==> src/rtl/param_counter_pkg.sv <==
// Shared constants and types for the parameterised up/down counter.
package param_counter_pkg;

    localparam logic MODE_WRAP = 1'b0;
    localparam logic MODE_SAT  = 1'b1;

    typedef enum logic [1:0] {
        ACT_HOLD = 2'd0,
        ACT_LOAD = 2'd1,
        ACT_STEP = 2'd2
    } act_e;

endpackage

==> src/rtl/param_counter_next.sv <==
// Combinational next-count and boundary-event detection for one enabled step.
module param_counter_next
    import param_counter_pkg::*;
#(
    parameter int unsigned WIDTH = 8
) (
    input  logic [WIDTH-1:0] i_cur,
    input  logic             i_up,
    input  logic             i_mode,
    input  logic [WIDTH-1:0] i_limit,
    output logic [WIDTH-1:0] o_next,
    output logic             o_boundary
);

    localparam logic [WIDTH-1:0] ONE  = {{(WIDTH-1){1'b0}}, 1'b1};
    localparam logic [WIDTH-1:0] ZERO = {WIDTH{1'b0}};

    logic [WIDTH-1:0] w_next;
    logic             w_boundary;

    // Step result; a value above limit counting down snaps to limit without an event.
    always_comb begin
        w_next     = i_cur;
        w_boundary = 1'b0;
        if (i_up) begin
            if (i_cur < i_limit) begin
                w_next = i_cur + ONE;
            end else begin
                w_boundary = 1'b1;
                w_next     = (i_mode == MODE_SAT) ? i_limit : ZERO;
            end
        end else begin
            if (i_cur > i_limit) begin
                w_next = i_limit;
            end else if (i_cur == ZERO) begin
                w_boundary = 1'b1;
                w_next     = (i_mode == MODE_SAT) ? ZERO : i_limit;
            end else begin
                w_next = i_cur - ONE;
            end
        end
    end

    assign o_next     = w_next;
    assign o_boundary = w_boundary;

endmodule

==> src/rtl/param_counter.sv <==
// Up/down counter with programmable limit, wrap/saturate modes, load,
// registered terminal-count pulse and sticky overflow flag.
module param_counter
    import param_counter_pkg::*;
#(
    parameter int unsigned     WIDTH = 8,
    parameter logic [WIDTH-1:0] INIT  = '0
) (
    input  logic             clk,
    input  logic             reset,
    input  logic             T,
    input  logic             up,
    input  logic             mode,
    input  logic [WIDTH-1:0] limit,
    input  logic             load,
    input  logic [WIDTH-1:0] load_val,
    input  logic             clr_ovf,
    output logic [WIDTH-1:0] out,
    output logic             tc,
    output logic             ovf
);

    logic [WIDTH-1:0] r_out;
    logic             r_tc;
    logic             r_ovf;
    logic [WIDTH-1:0] w_next;
    logic             w_bnd;
    act_e             w_act;

    param_counter_next #(.WIDTH(WIDTH)) u_next (
        .i_cur      (r_out),
        .i_up       (up),
        .i_mode     (mode),
        .i_limit    (limit),
        .o_next     (w_next),
        .o_boundary (w_bnd)
    );

    // Load outranks counting; reset is handled directly in the register block.
    always_comb begin
        w_act = ACT_HOLD;
        if (load) begin
            w_act = ACT_LOAD;
        end else if (T) begin
            w_act = ACT_STEP;
        end else begin
            w_act = ACT_HOLD;
        end
    end

    // Count, terminal-count and sticky-overflow registers.
    always_ff @(posedge clk) begin
        if (reset) begin
            r_out <= INIT;
            r_tc  <= 1'b0;
            r_ovf <= 1'b0;
        end else begin
            case (w_act)
                ACT_LOAD: begin
                    r_out <= load_val;
                    r_tc  <= 1'b0;
                end
                ACT_STEP: begin
                    r_out <= w_next;
                    r_tc  <= w_bnd;
                end
                default: begin
                    r_out <= r_out;
                    r_tc  <= 1'b0;
                end
            endcase
            // A new event beats a simultaneous clear.
            if ((w_act == ACT_STEP) && w_bnd) begin
                r_ovf <= 1'b1;
            end else if (clr_ovf) begin
                r_ovf <= 1'b0;
            end else begin
                r_ovf <= r_ovf;
            end
        end
    end

    assign out = r_out;
    assign tc  = r_tc;
    assign ovf = r_ovf;

endmodule

==> config.mk <==
export PLATFORM = sky130hd
export DESIGN_NAME = param_counter
export DESIGN_NICKNAME = d
export VERILOG_FILES = /design/src/rtl/param_counter_pkg.sv /design/src/rtl/param_counter_next.sv /design/src/rtl/param_counter.sv
export SDC_FILE = /design/constraint.sdc
export NUM_CORES = 1
export LEC_CHECK = 0
export CORE_MARGIN = 1
export CORE_UTILIZATION = 40
export DETAILED_ROUTE_END_ITERATION = 10
export DONT_BUFFER_PORTS = 1
export PLACE_DENSITY = 0.52
export SKIP_LAST_GASP = 1
export SLEW_MARGIN = 40
export SYNTH_ARGS = -nofsm -noshare
export SYNTH_HDL_FRONTEND = slang
export SYNTH_SLANG_ARGS = --single-unit
==> constraint.sdc <==
create_clock -name clk -period 4.37 [get_ports clk]
set_input_delay 0.437 -clock clk [delete_from_list [all_inputs] [get_ports clk]]
set_output_delay 0.437 -clock clk [all_outputs]
set_load 0.05 [all_outputs]
---- Word-level counts from Yosys, hierarchy flattened ----
Index checks and enable logic that the tools add are counted.
cells by class
  add/sub/neg operators ................... 2
  $lt $le $gt $ge ......................... 2
  equal/unequal tests ..................... 2
  muxes and demuxes ....................... 15
  bitwise gates (word level) .............. 1
  reduce and logical (&&, ||, !) cells .... 5
operators by type and width
  operator               count
  $mux W8                6
  $pmux W8 S2            1
  $add A8 B1 Y8 const B  1
  $gt A8 B8 Y1           1
  $logic_not A8 Y1       1
  $lt A8 B8 Y1           1
  $sub A8 B1 Y8 const B  1
  $mux W1                6
  $mux W2                2
  $reduce_bool A2 Y1     2
  $eq A2 B1 Y1 const B   1
  $eq A2 B2 Y1 const B   1
  $reduce_or A2 Y1       1
  $logic_and A1 B1 Y1    1
  $not A1 Y1             1
storage, ports and cells
  bits in registers ....................... 10
  input bits .............................. 23

---- Logic depth before layout (Yosys ltp) ----
Gate-level depths: netlist (run 1).
  word-level depth ........................ 6
  mapped depth ............................ 9
  depth with buffers taken out ............ 9

---- Modules after synthesis ----
A second synthesis (run 1) with hierarchy kept.
second synthesis, totals
  cell total of the unflattened synthesis .. 165
  area, all modules ....................... 1,280.0 um^2
modules (own cells, without submodules)
  module              instances  cells each  area an instance (um^2)
  param_counter_next  1          124         848.3
  param_counter       1          41          431.7

---- Worst setup path before layout (run 1) ----
Ideal clock, no wire load.
  path kind ............................... register -> register
  start point ............................. register r_out[3] (netlist: out[3])
  end point ............................... register r_out[2] (netlist: out[2])
  setup time .............................. 116 ps
  arrival time ............................ 2,339 ps
  path slack .............................. 1,915 ps
  stages on the path, launching flop included .. 8
  buffers on the path ..................... 0
  period minus slack after synthesis ...... 2,455 ps
  cells stage by stage .................... dfxtp_1 > ha_1 > a21oi_2 > o21ai_2 > a21oi_4 > o22ai_4 > a221o_1 > a31o_1
between the ends
  longest elaborated chain between the ends .. 5
  elaborated cells on any way between the ends .. 8
  those cells by class .................... order compare (2); mux (5); reduce/logical (1)
RTL lines
  element                                                               line                      source
  start, declared                                                       param_counter.sv:23       logic [WIDTH-1:0] r_out;
  start signal, assigned                                                param_counter.sv:60       r_out <= load_val;
  start signal, assigned                                                param_counter.sv:64       r_out <= w_next;
  start signal, assigned                                                param_counter.sv:68       r_out <= r_out;
  parallel branches: the longest is 3 deep, another holds $gt A8 B8 Y1  n/a
  $mux W8 *                                                             param_counter_next.sv:25  if (i_up) begin
  $pmux W8 S2 *                                                         param_counter.sv:58       case (w_act)
Every way passes the cells marked *.
A chain may end at the register's enable or synchronous reset.

---- Worst setup path in the final report (run 1) ----
  start point ............................. register r_out[5] (netlist: out[5])
  end point ............................... register r_out[2] (netlist: out[2])
Same word-level chain as after synthesis.

==> impl_metrics.py, run 1 <==
metrics = {
    "finish": {
        "design_area_sq_um": 1270,
        "nFillCells": 308,
        "num_antenna_cells": 0,
        "nNetsFinal": 193,
        "final_cell_mix": "nand2_1, inv_1, ha_1",
        "syn_to_final_growth_pct": 2.83,
        "multi_input_area_sq_um": 940,
        "seqCellArea_sq_um": 200,
        "drive_gt1_share_pct": 14.6,
        "final_common_cell": "nand2_1",
    },
    "worst_setup_path": {
        "cp-end-kind": "flip-flop",
        "r2r_cells": 7,
        "rr_endpoint": "out[2]$_SDFFE_PP0P_",
        "cp-start-kind": "flip-flop",
        "r2r-start": "out[5]$_SDFFE_PP0P_",
        "path_cells": "ha_1, a21oi_1, o21ai_1, a21oi_4, o22ai_4, a221o_1, a31o_1",
        "criticalPathCategory": "reg2reg",
        "critPathTopFamily": "compound AO/OA/AOI/OAI gates",
        "cpPeakStageDelay_ns": 0.86,
        "cp.buffers_inverters": 0,
        "worstPathMaxFanout": 10,
        "cpMaxStageDelayCell": "dfxtp_1",
        "ff2ff_setup_slack_ns": 1.66,
        "cp_data_required_time_ns": 4.54,
        "cp.arrival_ns": 2.88,
    },
    "placed_design": {
        "numPortBuffers": 0,
        "globalplace.congestion": 0.853,
        "placed_area_sq_um": 1250,
        "dp_hpwl_mm": 2.53,
    },
    "run_status": {
        "status": "finished, violations left",
        "violations": "design-rule violations",
    },
    "synth": {
        "syn_area_per_cell_sq_um": 7.78,
        "synthesis.nets": 193,
        "netlist_area_sq_um": 1240,
        "ys_seq_area_share_pct": 16.2,
        "synthArstFlopShare_pct": 0,
        "synth_edf_count": 0,
        "synth.distinct_cells": 41,
        "syn_inst": 159,
        "synth-seq-cells": 10,
        "yosysWarnings": 0,
        "ys.flop_type": "dfxtp_1",
    },
    "timing": {
        "worst_slew_pin_slew_ns": 0.825,
        "timing_hold_violations_final": 0,
        "fmax_mhz": 369,
        "drv_slew": 0,
        "rsz0062_at_grt": "false",
        "period_share_pct": 62.0,
        "setup_tns_ns": 0,
        "max_slew_margin_pct": 44.9,
        "fin_crit_ns": 2.71,
        "clock_skew_ns": 0.00494,
        "setup_viol": 0,
    },
    "job": {
        "max_cap_viol_count": 0,
    },
    "clocking": {
        "cts.sinks": 10,
        "cts_tree": "yes",
        "ctsResizeCount": 0,
        "post_cts_buffers": 0,
        "clkTransAtPathRegs_ns": 0.08,
        "hold_buffers": 0,
        "cts_inserted_buffers": 3,
        "cts_buffer_depth": 2,
        "clockRootBuffer": "clkbuf_4",
        "worstSkewPairLatency_ns": 0.27,
        "cts-htree-levels": 1,
    },
    "detailed_routing": {
        "drc_errors": 1,
        "drt_iter0_drc": 68,
        "viasPerCell": 5.91,
        "postRouteAntennaNets": 0,
        "wl_mm": 3.21,
        "num_vias": 1112,
        "post_drt_wl_per_cell_microns": 17.1,
        "first_pass_iters": 7,
    },
    "power_and_ir_drop": {
        "power_density_nw_per_um2": 276,
        "netSwitchingFraction_pct": 43.9,
        "seqPwrFrac_pct": 36.0,
        "combPwrFrac_pct": 44.4,
        "clockPowerShare_pct": 19.6,
        "total_power_mw": 0.351,
        "irDropWorstVdd_v": 0.000135,
        "intPower_mw": 0.197,
        "p_leak_nw": 0.538,
        "p_switching_mw": 0.154,
    },
    "die": {
        "die_area_sq_um": 3320,
        "die_width_microns": 57.6,
        "die_h_microns": 57.6,
        "core_area_sq_um": 2850,
        "initial_core_util_pct": 43.4,
        "io_pins": 33,
        "rows": 19,
    },
    "grt": {
        "grt_max_degree": 18,
        "grt_pass1_vias": 1030,
        "antenna_found_initial": 0,
        "grt_pass1_wl_mm": 5.31,
        "overflow": 0,
        "grt_use_total_pct": 21.0,
    },
    "hold_path": {
        "hold_depth": 1,
        "min_from": "reset",
        "hold_end": "out[3]$_SDFFE_PP0P_",
        "hold_class": "in2reg",
    },
}
synthesized netlist by cell type (2+ instances only):
library cell,n,share of area (%)
nand2_1,19,5.8
inv_1,13,3.9
ha_1,11,11
dfxtp_1,10,16
nor2_1,10,3.0
a21oi_1,9,3.6
nor3b_1,6,3.6
o21ai_0,6,2.4
xnor2_1,6,4.2
xor2_1,6,4.2
a221oi_1,5,3.5
mux2i_1,4,3.2
nand3_1,4,1.6
nor2_4,4,3.6
o211ai_1,4,2.4
a21oi_2,3,2.1
a221o_1,3,2.4
a31o_1,3,2.1
buf_2,3,1.2
nor3_1,3,1.2
o22ai_1,3,1.5
and3_1,2,1.0
buf_6,2,1.8
clkbuf_1,2,0.61
nand2_2,2,1.0
metrics by stage:
step	util (%)	setup WS (ns)	cells	hold WS (ns)
floorplan	-	1.92	159	0.622
global placement	43.8	1.67	185	0.534
detailed placement	43.8	1.67	185	0.520
CTS	44.6	1.65	188	0.228
global route	44.6	1.52	188	0.227
finish	44.6	1.66	188	0.229
per-layer routing:
metal  share of wire [%]  vias up  global-route usage (%)
met5                   0        -                       0
met4                0.84        0                    5.23
met3                  10        4                    5.36
met2                  42       48                    30.6
met1                  47      495                    30.7
li1                    -      565                       -
final cells by class:
| type | count | share of cell area [%] |
|---|---|---|
| Multi-Input combinational cell | 128 | 73.8 |
| Tap cell | 31 | 3.05 |
| Clock buffer | 3 | 1.77 |
| Sequential cell | 10 | 15.7 |
| Timing Repair Buffer | 3 | 1.77 |
| Inverter | 13 | 3.83 |
power by group through the flow:
stage	clock, mW	combinational, mW	sequential (mW)
after floorplan	0	0.127	0.135
after global placement	0	0.156	0.128
after detailed placement	0	0.155	0.128
after CTS	0.0696	0.156	0.126
after global routing	0.0747	0.171	0.128
final	0.0690	0.156	0.126
registers in the layout, indices dropped and copies added, names as in the netlist:
signal,cells
tc,1
out,8
ovf,1
cell families after synthesis:
logic type / count (synthesis) / synth area share [%]
AOI/OAI and AO/OA: 46 / 28.9
xor gates and xnor gates: 12 / 8.49
adders and majority gates: 11 / 11.1
buffers and inverters: 21 / 7.89
DFF: 10 / 16.2
muxes: 4 / 3.24
and+or+nand+nor: 55 / 24.2
worst max path at each step:
stage,startpoint,to,slack (ns),depth (start not counted)
finish,out[5]$_SDFFE_PP0P_,out[2]$_SDFFE_PP0P_,1.66,7
global route,out[5]$_SDFFE_PP0P_,out[2]$_SDFFE_PP0P_,1.52,7
CTS,out[5]$_SDFFE_PP0P_,out[2]$_SDFFE_PP0P_,1.65,7
detailed placement,out[5]$_SDFFE_PP0P_,out[2]$_SDFFE_PP0P_,1.67,7
global placement,out[5]$_SDFFE_PP0P_,out[2]$_SDFFE_PP0P_,1.67,7
floorplan,out[3]$_SDFFE_PP0P_,out[2]$_SDFFE_PP0P_,1.92,7
Note: power is estimated with default switching activity, not from simulation.
==> run 2: changes to the inputs <==
clock period = 2.7 ns   (was 4.37 ns; I/O delays follow)
==> run 2 against run 1 <==
The run still ends with design-rule violations left. Sequential power is 33% higher. Non-clock buffer count is 5 higher. Final cell count is 3.2% higher. Design area is 4.0% higher. Sequential share of layout area is 0.61 points lower. Combinational power is 91% higher. Flip-flop and latch count stayed put. Core utilization is 1.8 points higher.
==> impl_metrics.py, run 2 (synthesized netlist as in run 1, its figures left out) <==
metrics = {
    "worst_setup_path": {
        "rr_endpoint": "out[4]$_SDFFE_PP0P_",
        "cp-start-kind": "flip-flop",
        "r2r-start": "out[7]$_SDFFE_PP0P_",
        "cp_data_required_time_ns": 2.87,
        "cp.arrival_ns": 2.27,
        "path_cells": "ha_1, a21oi_2, o21ai_1, a21oi_4, o22ai_4, a221o_1, a31o_1",
        "ff2ff_setup_slack_ns": 0.60,
        "cp-startpoint": "out[7]$_SDFFE_PP0P_",
        "critPathTopFamily": "compound AO/OA/AOI/OAI gates",
        "cpPeakStageDelay_ns": 0.36,
        "cp-end-kind": "flip-flop",
        "criticalPathCategory": "reg2reg",
        "cpMaxStageDelayCell": "a221o_1",
        "r2r_cells": 7,
        "cp.depth": 7,
        "cp.buffers_inverters": 0,
        "worstPathMaxFanout": 10,
    },
    "timing": {
        "setup_viol": 0,
        "setup_tns_ns": 0,
        "timing.hold.ws_ns": 0.0590,
        "timing_hold_violations_final": 0,
        "worst_slew_pin_slew_ns": 0.593,
        "fmax_mhz": 476,
        "drv_slew": 0,
        "fin_crit_ns": 2.10,
        "max_slew_margin_pct": 60.3,
        "period_share_pct": 77.8,
        "rsz0062_at_grt": "false",
        "clock_skew_ns": 0.0130,
    },
    "clocking": {
        "cts.sinks": 10,
        "ctsResizeCount": 0,
        "hold_buffers": 0,
        "worstSkewPairLatency_ns": 0.28,
        "cts-htree-levels": 1,
        "clockRootBuffer": "clkbuf_4",
        "cts_buffer_depth": 2,
        "post_cts_buffers": 0,
        "clkTransAtPathRegs_ns": 0.09,
        "cts_inserted_buffers": 3,
        "cts_tree": "yes",
    },
    "power_and_ir_drop": {
        "intPower_mw": 0.357,
        "irDropWorstVdd_v": 0.000180,
        "netSwitchingFraction_pct": 41.7,
        "combPwrFrac_pct": 48.7,
        "clockPowerShare_pct": 23.9,
        "p_leak_nw": 0.571,
        "p_switching_mw": 0.255,
        "seqPwrFrac_pct": 27.5,
        "power_density_nw_per_um2": 463,
    },
    "detailed_routing": {
        "postRouteAntennaNets": 0,
        "first_pass_iters": 7,
        "wl_mm": 3.28,
        "num_vias": 1163,
        "drc_errors": 1,
        "drt_iter0_drc": 62,
        "viasPerCell": 5.99,
        "post_drt_wl_per_cell_microns": 16.9,
    },
    "die": {
        "io_pins": 33,
        "core_area_sq_um": 2850,
        "die_width_microns": 57.6,
        "die_area_sq_um": 3320,
        "rows": 19,
        "die_h_microns": 57.6,
        "initial_core_util_pct": 43.4,
    },
    "finish": {
        "largest_reg_flops": 8,
        "syn_to_final_growth_pct": 6.98,
        "nNetsFinal": 198,
        "nFillCells": 295,
        "drive_gt1_share_pct": 17.8,
        "instances_no_fill": 194,
        "final_cell_mix": "nand2_1, inv_1, ha_1",
        "final_common_cell": "nand2_1",
        "fin_util_pct": 46.4,
        "num_antenna_cells": 0,
    },
    "hold_path": {
        "min_from": "reset",
        "hold_depth": 1,
        "hold_end": "out[3]$_SDFFE_PP0P_",
        "hold_class": "in2reg",
    },
    "job": {
        "max_cap_viol_count": 0,
    },
    "run_status": {
        "status": "finished, violations left",
        "violations": "design-rule violations",
    },
    "grt": {
        "antenna_found_initial": 0,
        "grt_max_degree": 18,
        "grt_use_total_pct": 21.5,
        "overflow": 0,
        "grt_pass1_wl_mm": 5.51,
        "grt_pass1_vias": 1129,
    },
    "placed_design": {
        "dp_hpwl_mm": 2.55,
        "place_inst": 190,
        "globalplace.congestion": 0.855,
        "numPortBuffers": 0,
    },
}
-- run 2: how the worst max path moves through the flow --
stage,endpoint,slack (ns)
floorplan,out[2]$_SDFFE_PP0P_,0.25
global placement,out[4]$_SDFFE_PP0P_,0.61
detailed placement,out[4]$_SDFFE_PP0P_,0.61
CTS,out[4]$_SDFFE_PP0P_,0.59
global route,out[0]$_SDFFE_PP0P_,0.46
finish,out[4]$_SDFFE_PP0P_,0.60
-- run 2: metrics by stage --
| step | setup slack (ns) | cell area (sq um) | power, mW |
|---|---|---|---|
| 2_1_floorplan | 0.245 | 1240 | 0.426 |
| 6_report | 0.598 | 1320 | 0.612 |
| 3_3_place_gp | 0.608 | 1290 | 0.468 |
| 3_5_place_dp | 0.606 | 1290 | 0.469 |
| 4_1_cts | 0.594 | 1320 | 0.611 |
| 5_1_grt | 0.465 | 1320 | 0.647 |
-- run 2: area by class of cell --
class,instances,area [sq um],area share (%)
flip-flops and latches,10,200,15.1
well taps,31,38.8,2.93
multi-input cells,128,940,71.0
inverters,13,48.8,3.69
repair buffers,8,60.1,4.54
clock buffers,4,36.3,2.74
-- run 2: power by group through the flow --
stage	combinational [mW]	sequential, mW	clock (mW)
detailed placement	0.297	0.172	0
global placement	0.297	0.172	0
floorplan	0.206	0.219	0
CTS	0.297	0.168	0.145
finish	0.298	0.168	0.146
global route	0.326	0.170	0.152
-- run 2: routing by layer --
metal	vias to the layer above	share of wire, %	track usage, %
met4	0	1.2	8.01
met5	-	0	0
met1	538	48	29.9
li1	578	-	-
met3	5	6.6	3.79
met2	42	44	33.2
==> run 3: changes to the inputs <==
PLACE_DENSITY = 0.54   (was 0.52)
clock period = 1.7 ns   (was 2.7 ns; I/O delays follow)
==> run 3 against run 2 <==
Largest power group unchanged. Final cell count rose by 7.7%. Via count rose by 6.3%. Largest cell class unchanged. Critical endpoint unchanged. Core utilization rose by 9.5 points. Fmax rose by 17%. Register-to-register slack got worse by 0.69 ns. Design area rose by 21%. The run ends with design-rule violations, negative setup slack left.
==> impl_metrics.py, run 3 (synthesized netlist as in run 1, its figures left out) <==
metrics = {
    "die": {
        "rows": 19,
        "io_pins": 33,
        "die_area_sq_um": 3320,
        "core_area_sq_um": 2850,
        "die_h_microns": 57.6,
        "initial_core_util_pct": 43.4,
        "die_width_microns": 57.6,
    },
    "hold_path": {
        "hold_class": "in2reg",
    },
    "power_and_ir_drop": {
        "p_leak_nw": 0.661,
        "total_power_mw": 1.08,
        "power_density_nw_per_um2": 677,
        "irDropWorstVdd_v": 0.000330,
    },
    "placed_design": {
        "place_inst": 204,
        "globalplace.congestion": 0.828,
        "dp_hpwl_mm": 2.77,
        "numPortBuffers": 0,
    },
    "timing": {
        "setup_tns_ns": -0.458,
        "max_slew_margin_pct": 65.8,
        "drv_slew": 0,
        "rsz0062_at_grt": "true",
        "fmax_mhz": 559,
        "period_share_pct": 105,
        "setup_viol": 9,
        "timing.hold.ws_ns": 0.0291,
        "setup_slack_ns": -0.0891,
        "fin_crit_ns": 1.79,
        "timing_hold_violations_final": 0,
        "clock_skew_ns": 0.00687,
        "worst_slew_pin_slew_ns": 0.512,
    },
    "clocking": {
        "cts_buffer_depth": 2,
        "cts-htree-levels": 1,
        "cts_tree": "yes",
        "clockRootBuffer": "clkbuf_4",
        "cts.sinks": 10,
        "clkTransAtPathRegs_ns": 0.08,
        "cts_inserted_buffers": 3,
        "worstSkewPairLatency_ns": 0.28,
    },
    "run_status": {
        "violations": "design-rule violations, negative setup slack",
        "status": "finished, violations left",
    },
    "job": {
        "max_cap_viol_count": 0,
    },
    "detailed_routing": {
        "drc_errors": 3,
        "wl_mm": 3.49,
        "viasPerCell": 5.91,
        "post_drt_wl_per_cell_microns": 16.7,
        "postRouteAntennaNets": 0,
        "drt_iter0_drc": 35,
        "num_vias": 1236,
        "first_pass_iters": 8,
    },
    "worst_setup_path": {
        "r2r_cells": 7,
        "cp_data_required_time_ns": 1.87,
        "endpoint": "out[4]$_SDFFE_PP0P_",
        "cp-start-kind": "flip-flop",
        "criticalPathCategory": "reg2reg",
        "cp-end-kind": "flip-flop",
        "ff2ff_setup_slack_ns": -0.09,
        "cp.arrival_ns": 1.96,
        "rr_endpoint": "out[4]$_SDFFE_PP0P_",
        "r2r-start": "out[1]$_SDFFE_PP0P_",
        "worstPathMaxFanout": 8,
        "cp-startpoint": "out[1]$_SDFFE_PP0P_",
    },
    "finish": {
        "final_common_cell": "buf_4",
        "drive_gt1_share_pct": 37.6,
        "num_antenna_cells": 0,
        "final_cell_mix": "buf_4, nand2_1, inv_1, nor2_1, a21oi_1",
        "fin_util_pct": 55.9,
        "syn_to_final_growth_pct": 28.9,
        "largest_reg_flops": 8,
        "nNetsFinal": 213,
        "instances_no_fill": 209,
    },
    "grt": {
        "overflow": 0,
        "grt_pass1_vias": 1181,
        "antenna_found_initial": 0,
        "grt_pass1_wl_mm": 5.73,
        "grt_use_total_pct": 22.9,
        "grt_max_degree": 18,
    },
}
## run 3: changes by cell type in the layout (fill, tap and decap cells not counted), sizes merged
cell,previous run,this run
buf,8,22
dlygate4sd3,0,1
## run 3: worst max-delay path: stages (launching register included)
cell and delay, ns:
dfxtp_4 0.36, ha_4 0.22, a21oi_4 0.14, o21ai_2 0.09
a21oi_4 0.19, o22ai_4 0.14, a221o_1 0.33, a31o_1 0.21
## run 3: routing by layer
layer | vias to the layer above | wire length (microns) | part of all wire (%) | GRT usage (%)
met2 | 53 | 1500 | 43 | 33.6
met3 | 10 | 324 | 9.3 | 6.47
li1 | 606 | - | - | -
met4 | 0 | 59 | 1.7 | 8.36
met1 | 567 | 1600 | 46 | 31.9
met5 | - | 0 | 0 | 0
## run 3: timing repair
item / 4_1_cts / 5_1_grt
setup buffers: 0 / 0
pin swaps: 7 / 6
hold buffers: 1 / 0
gates resized for setup: 8 / 8
setup endpoints to repair: 10 / 10
hold endpoints to repair: 3 / 0
## run 3: where the power goes
part	leakage [nW]	switching [mW]	internal, mW	total [mW]
Clock	0.0210	0.0953	0.130	0.226
Combinational	0.553	0.326	0.257	0.582
Sequential	0.0872	0.0201	0.252	0.273
Total	0.661	0.441	0.639	1.08
## run 3: worst min path at each step
| stage | endpoint | slack, ns | startpoint | cells past startpoint |
|---|---|---|---|---|
| floorplan | out[5]$_SDFFE_PP0P_ | 0.35 | limit[5] | 2 |
| global placement | out[3]$_SDFFE_PP0P_ | 0.26 | reset | 1 |
| detailed placement | out[3]$_SDFFE_PP0P_ | 0.26 | reset | 1 |
| CTS | out[5]$_SDFFE_PP0P_ | 0.01 | reset | 1 |
| global route | out[5]$_SDFFE_PP0P_ | 0.01 | reset | 1 |
| finish | out[5]$_SDFFE_PP0P_ | 0.03 | reset | 1 |
## run 3: layout make-up
| cell class | count | area, sq um |
|---|---|---|
| repair buffers | 23 | 183 |
| clock buffers | 4 | 36.3 |
| inverters | 13 | 48.8 |
| fillers | 276 | 1260 |
| well taps | 31 | 38.8 |
| multi-input cells | 128 | 1060 |
| flip-flops and latches | 10 | 228 |
## run 3: metrics by stage
stage / worst slack (ns) / cell area, sq um
floorplan: -0.288 / 1340
global placement: -0.133 / 1490
detailed placement: -0.140 / 1490
CTS: -0.0885 / 1570
global route: -0.199 / 1600
finish: -0.0891 / 1600
